--- src/rtl/tm1640_digit_seq_if.sv ---
// Byte handshake between the digit sequencer and the tm1640 byte driver.
// The sequencer presents a byte with tm_latch; the driver answers with tm_busy.
interface tm1640_digit_seq_if;
  logic       tm_latch;
  logic [7:0] tm_byte;
  logic       tm_end;
  logic       tm_busy;

  modport master (output tm_latch, output tm_byte, output tm_end, input tm_busy);
  modport slave  (input tm_latch, input tm_byte, input tm_end, output tm_busy);
endinterface

--- src/rtl/tm1640_digit_seq.sv ---
// TM1640 frame sequencer: snapshots a hex digit vector, decodes it to segment bytes
// and streams CMD1, CMD2, N data bytes, CMD3 to the byte driver one handshake at a time.
// Frames are requested by reset release, an update pulse or the refresh timer.
module tm1640_digit_seq #(
  parameter int NUM_DIGITS     = 9,
  parameter int REFRESH_CYCLES = 1200000
) (
  input  logic                    clk,
  input  logic                    rst,
  input  logic [4*NUM_DIGITS-1:0] digits,
  input  logic [NUM_DIGITS-1:0]   dp,
  input  logic                    blank_lz,
  input  logic [2:0]              brightness,
  input  logic                    display_on,
  input  logic                    update,
  tm1640_digit_seq_if.master      tm,
  output logic                    busy,
  output logic                    frame_done
);

  typedef enum logic [2:0] {S_IDLE, S_LOAD, S_SEND, S_WAIT, S_DONE} state_t;

  localparam int LAST = NUM_DIGITS + 2;
  localparam int KW   = $clog2(LAST + 1);
  localparam logic [KW-1:0] K_LAST = KW'(LAST);

  state_t state, state_n;
  logic   pending;
  logic   tick;
  logic   start;
  logic [KW-1:0] k;

  // frame snapshot, frozen for the whole frame
  logic [4*NUM_DIGITS-1:0] s_digits;
  logic [NUM_DIGITS-1:0]   s_dp;
  logic                    s_blank;
  logic [2:0]              s_bright;
  logic                    s_on;

  logic [NUM_DIGITS-1:0][7:0] seg_byte;
  logic [7:0]                 step_byte;
  logic                       step_end;

  assign start = (state == S_IDLE) && pending;

  // gfedcba pattern for one hex digit
  function automatic logic [6:0] seg7(input logic [3:0] d);
    case (d)
      4'h0: seg7 = 7'h3F;  4'h1: seg7 = 7'h06;  4'h2: seg7 = 7'h5B;  4'h3: seg7 = 7'h4F;
      4'h4: seg7 = 7'h66;  4'h5: seg7 = 7'h6D;  4'h6: seg7 = 7'h7D;  4'h7: seg7 = 7'h07;
      4'h8: seg7 = 7'h7F;  4'h9: seg7 = 7'h6F;  4'hA: seg7 = 7'h77;  4'hB: seg7 = 7'h7C;
      4'hC: seg7 = 7'h39;  4'hD: seg7 = 7'h5E;  4'hE: seg7 = 7'h79;  default: seg7 = 7'h71;
    endcase
  endfunction

  // Refresh timer: free-running in every state, wraps on the tick.
  generate
    if (REFRESH_CYCLES == 0) begin : g_norefresh
      assign tick = 1'b0;
    end else begin : g_refresh
      localparam int RW = (REFRESH_CYCLES > 1) ? $clog2(REFRESH_CYCLES) : 1;
      logic [RW-1:0] rcnt;
      assign tick = (rcnt == RW'(REFRESH_CYCLES - 1));
      // count clk cycles between refresh requests
      always_ff @(posedge clk or posedge rst) begin
        if (rst)       rcnt <= '0;
        else if (tick) rcnt <= '0;
        else           rcnt <= rcnt + RW'(1);
      end
    end
  endgenerate

  // Frame request flag; a request arriving mid-frame queues exactly one more frame.
  always_ff @(posedge clk or posedge rst) begin
    if (rst) begin
      pending <= 1'b1;
    end else begin
      if (start)           pending <= 1'b0;
      if (update || tick)  pending <= 1'b1;
    end
  end

  // Decode snapshot to segment bytes; leading zeros blank until the first non-zero
  // digit, and the rightmost digit always shows so an all-zero value reads "0".
  always_comb begin
    logic       lz;
    logic [3:0] d;
    seg_byte = '0;
    lz       = s_blank;
    d        = 4'h0;
    for (int i = 0; i < NUM_DIGITS; i++) begin
      d = s_digits[4*i +: 4];
      if (lz && (d == 4'h0) && (i != NUM_DIGITS - 1)) begin
        seg_byte[i] = {s_dp[i], 7'h00};
      end else begin
        lz          = 1'b0;
        seg_byte[i] = {s_dp[i], seg7(d)};
      end
    end
  end

  // Byte and stop flag for the current step of the frame
  always_comb begin
    step_byte = 8'h00;
    step_end  = 1'b0;
    if (k == KW'(0)) begin
      step_byte = 8'h40;
      step_end  = 1'b1;
    end else if (k == KW'(1)) begin
      step_byte = 8'hC0;
      step_end  = 1'b0;
    end else if (k == K_LAST) begin
      step_byte = {4'b1000, s_on, s_bright};
      step_end  = 1'b1;
    end else begin
      for (int i = 0; i < NUM_DIGITS; i++) begin
        if (k == KW'(i + 2)) begin
          step_byte = seg_byte[i];
          step_end  = (i == NUM_DIGITS - 1);
        end
      end
    end
  end

  // FSM state register
  always_ff @(posedge clk or posedge rst) begin
    if (rst) state <= S_IDLE;
    else     state <= state_n;
  end

  // FSM next state: one LOAD/SEND/WAIT round per byte
  always_comb begin
    state_n = state;
    case (state)
      S_IDLE: if (pending)     state_n = S_LOAD;
      S_LOAD: if (!tm.tm_busy) state_n = S_SEND;
      S_SEND: if (tm.tm_busy)  state_n = S_WAIT;
      S_WAIT: if (!tm.tm_busy) state_n = (k == K_LAST) ? S_DONE : S_LOAD;
      S_DONE:                  state_n = S_IDLE;
      default:                 state_n = S_IDLE;
    endcase
  end

  // Datapath: snapshot, step index and registered driver outputs
  always_ff @(posedge clk or posedge rst) begin
    if (rst) begin
      tm.tm_latch <= 1'b0;
      tm.tm_byte  <= 8'h00;
      tm.tm_end   <= 1'b0;
      busy        <= 1'b0;
      frame_done  <= 1'b0;
      k           <= '0;
      s_digits    <= '0;
      s_dp        <= '0;
      s_blank     <= 1'b0;
      s_bright    <= 3'd0;
      s_on        <= 1'b0;
    end else begin
      frame_done <= 1'b0;
      case (state)
        S_IDLE: if (pending) begin
          s_digits <= digits;
          s_dp     <= dp;
          s_blank  <= blank_lz;
          s_bright <= brightness;
          s_on     <= display_on;
          busy     <= 1'b1;
          k        <= '0;
        end
        S_LOAD: if (!tm.tm_busy) begin
          tm.tm_byte  <= step_byte;
          tm.tm_end   <= step_end;
          tm.tm_latch <= 1'b1;
        end
        S_SEND: if (tm.tm_busy) tm.tm_latch <= 1'b0;
        S_WAIT: if (!tm.tm_busy) begin
          if (k == K_LAST) frame_done <= 1'b1;
          else             k <= k + KW'(1);
        end
        S_DONE: busy <= 1'b0;
        default: ;
      endcase
    end
  end

endmodule
--- src/flat_wrapper.sv ---
// flat-port wrapper written by rule: the top's interface ports become plain ports
module tm1640_digit_seq_flat 
#(
  parameter int NUM_DIGITS     = 9,
  parameter int REFRESH_CYCLES = 1200000
)
  (clk, rst, digits, dp, blank_lz, brightness, display_on, update, busy, frame_done, tm_tm_latch, tm_tm_byte, tm_tm_end, tm_tm_busy);
  tm1640_digit_seq_if tm_i ();
  input  logic clk;
  input  logic rst;
  input  logic [4*NUM_DIGITS-1:0] digits;
  input  logic [NUM_DIGITS-1:0] dp;
  input  logic blank_lz;
  input  logic [2:0] brightness;
  input  logic display_on;
  input  logic update;
  output logic busy;
  output logic frame_done;
  output wire logic [$bits(tm_i.tm_latch)-1:0] tm_tm_latch;
  output wire logic [$bits(tm_i.tm_byte)-1:0] tm_tm_byte;
  output wire logic [$bits(tm_i.tm_end)-1:0] tm_tm_end;
  input wire logic [$bits(tm_i.tm_busy)-1:0] tm_tm_busy;
  assign tm_tm_latch = tm_i.tm_latch;
  assign tm_tm_byte = tm_i.tm_byte;
  assign tm_tm_end = tm_i.tm_end;
  assign tm_i.tm_busy = tm_tm_busy;
  tm1640_digit_seq #(.NUM_DIGITS(NUM_DIGITS), .REFRESH_CYCLES(REFRESH_CYCLES)) u_core (.clk(clk), .rst(rst), .digits(digits), .dp(dp), .blank_lz(blank_lz), .brightness(brightness), .display_on(display_on), .update(update), .tm(tm_i), .busy(busy), .frame_done(frame_done));
endmodule
--- config.mk ---
export PLATFORM = sky130hd
export DESIGN_NAME = tm1640_digit_seq_flat
export DESIGN_NICKNAME = d
export VERILOG_FILES = /design/src/rtl/tm1640_digit_seq_if.sv /design/src/rtl/tm1640_digit_seq.sv /design/src/flat_wrapper.sv
export SDC_FILE = /design/constraint.sdc
export NUM_CORES = 1
export LEC_CHECK = 0
export ABC_AREA = 1
export CAP_MARGIN = 25
export CORE_MARGIN = 5
export CORE_UTILIZATION = 55
export DETAILED_ROUTE_END_ITERATION = 12
export HOLD_SLACK_MARGIN = 0.1
export PLACE_DENSITY = 0.82
export SLEW_MARGIN = 20
export SYNTH_ARGS = -nofsm -noshare
export SYNTH_HDL_FRONTEND = slang
export SYNTH_SLANG_ARGS = --single-unit
export TNS_END_PERCENT = 50
--- constraint.sdc ---
create_clock -name clk -period 4 [get_ports clk]
set_clock_uncertainty 0.2 [all_clocks]
set_input_delay 0.8 -clock clk [delete_from_list [all_inputs] [get_ports clk]]
set_output_delay 0.8 -clock clk [all_outputs]
set_load 0.1 [all_outputs]
# Yosys cells after proc, flatten, opt, wreduce, memory -nomap -nowiden
# Memories as Yosys holds them, arrays and structs flattened.
# Cells that the tools add are included.
[word_totals] regBits=91 memories=9 word_cells=129 out_inout_bits=12 romBits=1008 input_bits=54
[memory_table] memory="(name not given)" depth=16 width=7 rd=1 rd_clocked_by_memory_dff=0 write_ports=0 line_no="tm1640_digit_seq.sv:48" source="case (d)"
[memory_table] memory="(name not given)" depth=16 width=7 rd=1 rd_clocked_by_memory_dff=0 write_ports=0 line_no="tm1640_digit_seq.sv:48"
[memory_table] memory="(name not given)" depth=16 width=7 rd=1 rd_clocked_by_memory_dff=0 write_ports=0 line_no="tm1640_digit_seq.sv:48"
[memory_table] memory="(name not given)" depth=16 width=7 rd=1 rd_clocked_by_memory_dff=0 write_ports=0 line_no="tm1640_digit_seq.sv:48"
[memory_table] memory="(name not given)" depth=16 width=7 rd=1 rd_clocked_by_memory_dff=0 write_ports=0 line_no="tm1640_digit_seq.sv:48"
[memory_table] memory="(name not given)" depth=16 width=7 rd=1 rd_clocked_by_memory_dff=0 write_ports=0 line_no="tm1640_digit_seq.sv:48"
[memory_table] memory="+3 memories"
[op_classes] n_reduce_logical=30 addsub=2 n_eq_ne=21 bitwise=1 n_mux=52
[ops] cell="two-way mux 8 bit" count=12
[ops] cell="two-way mux 7 bit" count=8
[ops] cell="logical NOT 4 bit" count=9
[ops] cell="adder 21 x 1 -> 21 bit (second input constant)" count=1
[ops] cell="equality test 21 bit (second input constant)" count=1
[ops] cell="two-way mux 21 bit" count=1
[ops] cell="two-way mux 1 bit" count=19
[ops] cell="equality test 4 x 3 -> 1 bit (second input constant)" count=4
[ops] cell="equality test 4 bit (second input constant)" count=4
[ops] cell="two-way mux 3 bit" count=5
[ops] cell="two-way mux 4 bit" count=3
[ops] cell="case mux 3 bit (4 select lines)" count=1
[ops] cell="logical AND 1 bit" count=9
[ops] cell="equality test 4 x 2 -> 1 bit (second input constant)" count=2
[ops] cell="inequality test 2 bit (second input constant)" count=4
[ops] cell="case mux 4 bit (2 select lines)" count=1
[ops] cell="AND reduction 4 bit" count=2
[ops] cell="nonzero test 2 bit" count=4
[ops] cell="equality test 3 x 2 -> 1 bit (second input constant)" count=2
[ops] cell="AND reduction 2 bit" count=3
[ops] cell="adder 4 x 1 -> 4 bit (second input constant)" count=1
[ops] cell="equality test 4 x 1 -> 1 bit (second input constant)" count=1
[ops] cell="case mux 1 bit (2 select lines)" count=2
[ops] cell="equality test 3 x 1 -> 1 bit (second input constant)" count=1
[ops] cell="other kinds (6)" count=6

# Longest topological paths before layout
# Gate-level depths: netlist of the first run.
[logic_depth] word_depth=22 depth_mapped=20 ltp_nobuf=20

# Least setup slack after synthesis of the first run
# OpenSTA, ideal clock, no wires.
[synth_path] kind="register -> register" from="register u_core.s_digits[0]" to="register u_core.tm.tm_byte[3]" stages_incl_launch_ff=18 setup_time_ns=0.120 arrival_ns=1.795 path_slack_ns=1.885 path_buffers=0 path_cell_list="dfrtp_1 inv_1 ha_1 nand2_2 nor2_4 nand3_4 nor2_4 nand3_4 inv_2 nand3_4 nand3_2 nand2_1 clkinv_1 nand2_1 nand2_1 nand2_1 nand2_1 nand2_1"
[synth_via] elab_chain_len=22 elab_cells_between_ends=37 cone_classes="27 x mux; 9 x reduce/logical; 1 x memory"
[synth_rtl] item="from (decl)" line_no="tm1640_digit_seq.sv:34" source="logic [4*NUM_DIGITS-1:0] s_digits;"
[synth_rtl] item="from (signal assigned)" line_no="tm1640_digit_seq.sv:162" source="s_digits <= digits;"
[synth_rtl] item="logical NOT 4 bit" line_no="tm1640_digit_seq.sv:93" source="if (lz && (d == 4'h0) && (i != NUM_DIGITS - 1)) begin"
[synth_rtl] item="logical AND 1 bit" line_no="tm1640_digit_seq.sv:93"
[synth_rtl] item="two-way mux 1 bit" line_no="tm1640_digit_seq.sv:93"
[synth_rtl] item="logical AND 1 bit" line_no="tm1640_digit_seq.sv:93"
[synth_rtl] item="two-way mux 1 bit" line_no="tm1640_digit_seq.sv:93"
[synth_rtl] item="logical AND 1 bit" line_no="tm1640_digit_seq.sv:93"
[synth_rtl] item="two-way mux 1 bit" line_no="tm1640_digit_seq.sv:93"
[synth_rtl] item="logical AND 1 bit" line_no="tm1640_digit_seq.sv:93"
[synth_rtl] item="[... 5 more ...]"
[synth_rtl] item="logical AND 1 bit" line_no="tm1640_digit_seq.sv:93"
[synth_rtl] item="two-way mux 1 bit" line_no="tm1640_digit_seq.sv:93"
[synth_rtl] item="logical AND 1 bit" line_no="tm1640_digit_seq.sv:93"
[synth_rtl] item="two-way mux 7 bit" line_no="tm1640_digit_seq.sv:93"
[synth_rtl] item="two-way mux 8 bit * (2 in series)" line_no="tm1640_digit_seq.sv:117" source="if (k == KW'(i + 2)) begin"
[synth_rtl] item="two-way mux 8 bit *" line_no="tm1640_digit_seq.sv:112" source="end else if (k == K_LAST) begin"
[synth_rtl] item="two-way mux 8 bit *" line_no="tm1640_digit_seq.sv:109" source="end else if (k == KW'(1)) begin"
[synth_rtl] item="two-way mux 8 bit *" line_no="tm1640_digit_seq.sv:106" source="if (k == KW'(0)) begin"
[synth_rtl] item="to (signal assigned)" line_no="tm1640_digit_seq.sv:171" source="tm.tm_byte <= step_byte;"
[synth_rtl] item="to (decl)" line_no="tm1640_digit_seq_if.sv:9" source="modport master (output tm_latch, output tm_byte, output tm_end, input tm_busy);"
# Mark *: on every way between the ends. The rest lies on a longest branch, timed or not.
# A chain may end at the register's enable or synchronous reset.

# Final worst setup path of the first run
[layout_path] from="register u_core.tm.tm_end" to="output port tm_tm_end"
[layout_rtl] item="from (decl)" line_no="tm1640_digit_seq_if.sv:9"
[layout_rtl] item="from (signal assigned)" line_no="tm1640_digit_seq.sv:172" source="tm.tm_end <= step_end;"
[layout_rtl] item="to (decl)" line_no="flat_wrapper.sv:21" source="output wire logic [$bits(tm_i.tm_end)-1:0] tm_tm_end;"
# No word-level cell between the ends.

==> metrics.txt, run 1 <==
Die X=122 um; DP HPWL=12.0 mm; critical path's slowest cell=clkdlybuf4s50_1; kind of critical path=register to output port; # resized after CTS=0; Synth top area share=32.8%; DRT antenna net count=0; Total Nets Final=1143; initial antenna violation count=0; area leader, netlist=dfrtp_1; area added between synthesis and finish=15.9%; # fillers=roughly 1100; share of layout cells above drive strength 1=~7%; clock root cell=clkbuf_16; placed insts=around 1200; post-CTS setup repair buffer count=0; Worst-Margin Slew=0.997 ns; Clk Latency, worst-skew pair=0.37 ns; buffers and inverters on the worst path=1; vias post-DR=6498; CP endpoint kind=output port; CTS clk-pin slew, worst paths=0.08 ns; drt via density=5.38; Worst slew margin=33.3%; Cell Rows=40; synth top area cells=dfrtp_1 (33%), nand2_1 (15%), ha_1 (9.9%); Worst Path Max Fanout=2; asr flop ratio synth=100%; Top Family by Delay on Critical Path=buffers and inverters; worst path cell trace=clkdlybuf4s50_1; net count after synthesis=roughly 1100; CP arrival=1.91 ns; maximum root-to-sink buffer count=2; Mapped Area=6860 um^2; synth warn=0; RSZ-0062 raised after global routing=false; largest net degree at the start of global routing=59; largest stage delay on the critical path=between 1 and 1.5 ns; main flop type after synthesis=dfrtp_1; CORE AREA=12100 um^2; Unique masters post-synth=52; DIE AREA=14800 um^2; clk sinks=91; Worst R2R Setup Slack=between 1.5 and 2 ns; Routed WL per cell=between 10 and 15 um; Final Slew Violations=0; initial core utilization=56.6%; Initial DRC Count=488; CTS tree=done; leakage power=3.84 nW; sequential cell area=2280 um^2; status=completed; final period utilization=72.8%; footprint of the multi-input gates=3950 um^2; Hold Crit Class=register to register; Cell Pwr Density=710 nW/um^2; fin util=65.6%; minimum clock period=2.91 ns; Die Y=between 100 and 150 um; CTS Buf Count=9; Hold Fails Final Rpt=0; flops & latches, synth=between 90 and 100; setup TNS=0 ns; Max Clk Rate=~0.34 GHz; final worst setup slack=1.09 ns; total grt overflow=0; Seq/Total Area, Yosys=33.2%; Port Buffers=65; router iterations before antenna repair=5; drt drc=0; Ports=between 60 and 70; first-pass GRT wire length=27.4 mm; most frequent cells in the layout=nand2_1 (270), inv_1 (119), o21ai_0 (92); most common cell after layout, fill and taps aside=nand2_1; vias in the first global route=6018; # Max-Cap Violations=0; Final Non-Filler Cells=roughly 1200; Post-synth EDFFs=0; Mapped Avg Cell Area=7.01 um^2; pre-CTS WS=1.21 ns; ant diodes=0; Post-CTS Hold Buffers=0; H-tree Lvls=3; IR Drop Worst-Case VDD=about 0.00065 V; post-detailed-routing wire length=16.1 mm; gp weighted congestion=0.900; crit path launch type=register; GRT Total Usage=roughly 22%; endpoints failing setup=0; Cells after Synth=978; worst endpoint required time=~3 ns
## cell usage after synthesis (2+ instances only)
cell type,n
dfrtp_1,90
a21oi_1,66
a31oi_1,11
o211ai_1,8
nor2_4,7
o22ai_1,11
o31ai_1,3
clkinv_1,6
nand3_1,60
clkbuf_1,8
ha_1,54
o21a_1,3
nand2_1,270
o21ai_1,2
xor2_1,5
nor2_1,65
or2_2,4
nor4_1,3
o21ai_0,92
inv_1,120
nand3_4,3
buf_4,3
buf_2,10
nand4_1,4
nor3_1,17
nand4_2,2
nand3_2,3
inv_2,10
nor2_2,7
a211oi_1,4
nand2_2,6
## logic make-up after synthesis
| kind of cell | Yosys count | share of synthesized area, % |
|---|---|---|
| and+or+nand+nor | 457 | 30.0 |
| adders and majority gates | 54 | 9.85 |
| AOI/OAI and AO/OA | 211 | 17.0 |
| buffers and inverters | 160 | 9.27 |
| xor gates and xnor gates | 5 | 0.639 |
| DFF | 91 | 33.2 |
## registers in the layout, summed over array words and instances (netlist names)
register,flops
u_core.s_digits,36
u_core.g_refresh.rcnt,21
u_core.s_dp,9
u_core.tm.tm_byte,8
u_core.k,4
u_core.s_bright,3
u_core.state,3
u_core.busy,1
u_core.frame_done,1
u_core.pending,1
u_core.s_blank,1
u_core.s_on,1
u_core.tm.tm_end,1
u_core.tm.tm_latch,1
## where the power goes
part	switching (mW)	internal [mW]	total (mW)	leakage, nW
clock	0.421	0.439	0.860	0.139
sequential	0.381	1.25	1.63	1.15
combinational	2.12	1.03	3.15	2.55
total	2.92	2.72	5.64	3.84
## per-stage QoR
| step | hold slack (ns) | instance area (um^2) | power, mW |
|---|---|---|---|
| 2_1_floorplan | 0.242 | 6860 | 4.00 |
| 6_report | 0.276 | 7950 | 5.64 |
| 3_3_place_gp | 0.257 | 7650 | 4.70 |
| 5_1_grt | 0.295 | 7950 | 6.15 |
| 3_5_place_dp | 0.265 | 7650 | 4.75 |
| 4_1_cts | 0.281 | 7950 | 5.63 |
## routing by layer
layer | share of wire (%) | up-vias | global-route usage, %
li1 | - | 3304 | -
met4 | 2.1 | 0 | 6.72
met2 | 47 | 167 | 37.4
met1 | 46 | 3001 | 29.3
met3 | 4.8 | 26 | 5.01
met5 | 0 | - | 0
## worst paths after layout
| kind | depth (start not counted) | to | start |
|---|---|---|---|
| max in group asynchronous | 3 | u_core.s_dp[3] | rst |
| min | 2 | u_core.s_dp[0] | u_core.s_dp[0] |
| min in group asynchronous | 2 | u_core.s_dp[6] | rst |
| max reg2reg | 17 | u_core.tm.tm_byte[1] | u_core.s_digits[0] |
| min reg2reg | 2 | u_core.s_dp[0] | u_core.s_dp[0] |
| max | 1 | tm_tm_end | u_core.tm.tm_end |
## cell type report
| cell class | instances | area share [%] |
|---|---|---|
| clock buffers | 9 | 2.83 |
| repair buffers | 68 | 8.63 |
| flip-flops and latches | 91 | 28.7 |
| clock inverters | 7 | 0.898 |
| inverters | 138 | 6.58 |
| well taps | 168 | 2.65 |
| multi-input cells | 727 | 49.7 |
(Power assumes the default switching activity.)
==> run 2: changes to the inputs <==
--- a/config.mk
+++ b/config.mk
@@ -8,10 +8,10 @@
 export ABC_AREA = 1
 export CAP_MARGIN = 25
 export CORE_MARGIN = 5
-export CORE_UTILIZATION = 55
+export CORE_UTILIZATION = 53
 export DETAILED_ROUTE_END_ITERATION = 12
 export HOLD_SLACK_MARGIN = 0.1
-export PLACE_DENSITY = 0.82
+export PLACE_DENSITY = 0.83
 export SLEW_MARGIN = 20
 export SYNTH_ARGS = -nofsm -noshare
 export SYNTH_HDL_FRONTEND = slang
==> constraint.sdc (replaced) <==
create_clock -name clk -period 2.5 [get_ports clk]
set_clock_uncertainty 0.2 [all_clocks]
set_input_delay 0.5 -clock clk [delete_from_list [all_inputs] [get_ports clk]]
set_output_delay 0.5 -clock clk [all_outputs]
set_load 0.1 [all_outputs]
==> run 2 against run 1 <==
Effect of this change:
- register-to-register slack worse by 1.4 ns
- first-iteration DRC count up 35%
- highest routed layer unchanged
- sequential share of layout area down 0.63 points
- die area up 3.5%
- sequential power up 61%
- clock-buffer cell count up 2
- critical endpoint is now u_core.tm.tm_byte[0]
- worst hold slack worse by 0.050 ns
- global-route usage up 0.58 points
- final cell count up 2.2%
==> metrics.txt, run 2 (synthesis results as in run 1) <==
CTS Buf Count=9 (unchanged); Clk Latency, worst-skew pair=0.35 ns (-0.02 ns); CP endpoint kind=register; CORE AREA=12700 um^2 (+4.6%); kind of critical path=register to register; worst endpoint required time=2.55 ns (-0.45 ns); DP HPWL=12.8 mm (+5.9%); crit path from=u_core.s_digits[0]; largest net degree at the start of global routing=52 (-12%); Worst R2R Setup Slack=0.17 ns (-1.37 ns); ant diodes=0 (unchanged); drt via density=5.40 (+0.45%); Max Clk Rate=0.429 GHz; CTS clk-pin slew, worst paths=0.07 ns (about the same); minimum clock period=2.33 ns; Worst R2R Start=u_core.s_digits[0]; placed insts=1209 (+1.4%); post-detailed-routing wire length=17.2 mm (+6.7%); worst path cell trace=inv_2 -> ha_2 -> nand2_2 -> nor2_4 -> nand3_4 -> nor2_4 -> nand4_2 -> nand2_1 -> o21ai_0 -> inv_1 -> nand2_1 -> nand2_1 -> nand2_1 -> nand2_1 -> nand2_1; Top Family by Delay on Critical Path=simple AND/OR/NAND/NOR gates; clk sinks=91 (unchanged); leakage power=3.97 nW (+3.3%); max reg flops=36 (unchanged); Die Y=124 um (+1.7%); Worst slew margin=62.2% (+29 points); router iterations before antenna repair=6 (+1); crit path launch type=register; total grt overflow=0 (unchanged); initial core utilization=54.1% (-2.5 points); clock root cell=clkbuf_16; Cell Pwr Density=1150 nW/um^2 (+62%); Routed WL per cell=13.9 um (+4.5%); gp weighted congestion=0.917 (+1.9%); area of placed instances=7740 um^2 (+1.1%); maximum root-to-sink buffer count=2 (unchanged); CP arrival=2.38 ns (+0.47 ns); Final Slew Violations=0 (unchanged); critical path's slowest cell=dfrtp_2; vias in the first global route=6326 (+5.1%); drt drc=0 (unchanged); CP dominant cell by count=nand2_1; initial antenna violation count=0 (unchanged); buffers and inverters on the worst path=2 (+1); Final Non-Filler Cells=1234 (+2.2%); CTS tree=done; RR Endpoint=u_core.tm.tm_byte[0]; final period utilization=93.2%; DRT antenna net count=0 (unchanged); Hold Crit Class=primary input to asynchronous set/reset pin; most common cell after layout, fill and taps aside=nand2_1; most flop-heavy register=u_core.s_digits; status=completed; Die X=124 um (+1.7%); Port Buffers=65 (unchanged); Cell Rows=41 (+2.5%); IR Drop Worst-Case VDD=0.000723 V (+12%); DIE AREA=15300 um^2 (+3.5%); first-pass GRT wire length=28.6 mm (+4.4%); # fillers=1099 (+0.83%); Worst-Margin Slew=0.553 ns (-0.443 ns); H-tree Lvls=3 (unchanged); Worst Path Max Fanout=6 (+4); Total Nets Final=1165 (+1.9%); GRT Total Usage=23.1% (+0.58 points); largest stage delay on the critical path=0.42 ns (-0.73 ns); Initial DRC Count=657 (+35%); Hold Fails Final Rpt=0 (unchanged); footprint of the multi-input gates=3960 um^2 (+0.25%); vias post-DR=6668 (+2.6%); Ports=66 (unchanged); R2R depth=15 (-2); endpoints failing setup=0 (unchanged); most frequent cells in the layout=nand2_1 (269), inv_1 (113), o21ai_0 (92); area added between synthesis and finish=18.7%; share of layout cells above drive strength 1=11.0% (+4.1 points); # Max-Cap Violations=0 (unchanged); largest registers=u_core.s_digits (36), u_core.g_refresh.rcnt (21), u_core.s_dp (9); design area=8140 um^2 (+2.4%); sequential cell area=2280 um^2 (+0.16%)
## run 2: per-stage QoR
step                       TNS, ns  total power, mW  setup slack, ns  hold slack (ns)  utilization, %
after global routing      -0.00124             10.2         -0.00124            0.243            64.2
after floorplan                  0             6.40            0.385            0.242               -
final                            0             9.36            0.169            0.226            64.2
after CTS                        0             9.18            0.110            0.231            63.6
after global placement           0             7.53            0.171            0.255            61.1
after detailed placement         0             7.64            0.131            0.269            61.1
## run 2: worst max-delay path by stage
stage	cells past startpoint	end
finish	15	u_core.tm.tm_byte[0]
global route	17	u_core.tm.tm_byte[2]
CTS	15	u_core.tm.tm_byte[0]
detailed placement	8	u_core.k[3]
global placement	8	u_core.k[3]
floorplan	17	u_core.tm.tm_byte[3]
## run 2: power breakdown
group | switching (mW) | internal [mW]
Sequential | 0.621 | 2.00
Combinational | 3.50 | 1.74
Clock | 0.605 | 0.883
## run 2: layout make-up
type,instances,share of cell area (%)
clock buffer,11,2.86
sequential,91,28.0
tap,172,2.64
timing repair buffer,90,10.2
multi-input combinational,727,48.7
clock inverter,5,1.05
inverter,138,6.49
## run 2: routing by layer
| metal | up-vias | wire (um) | GRT usage (%) |
|---|---|---|---|
| li1 | 3349 | - | - |
| met1 | 3041 | 7530 | 30.1 |
| met2 | 233 | 8070 | 37.3 |
| met3 | 45 | 1020 | 4.00 |
| met4 | 0 | 548 | 10.7 |
| met5 | - | 0 | 0 |
## run 2: what timing repair did
action                                  in CTS  in global routing
setup buffers                                0                  9
gates resized for setup                      0                 14
endpoints found under the setup margin       0                  7
hold buffers                                 0                  0
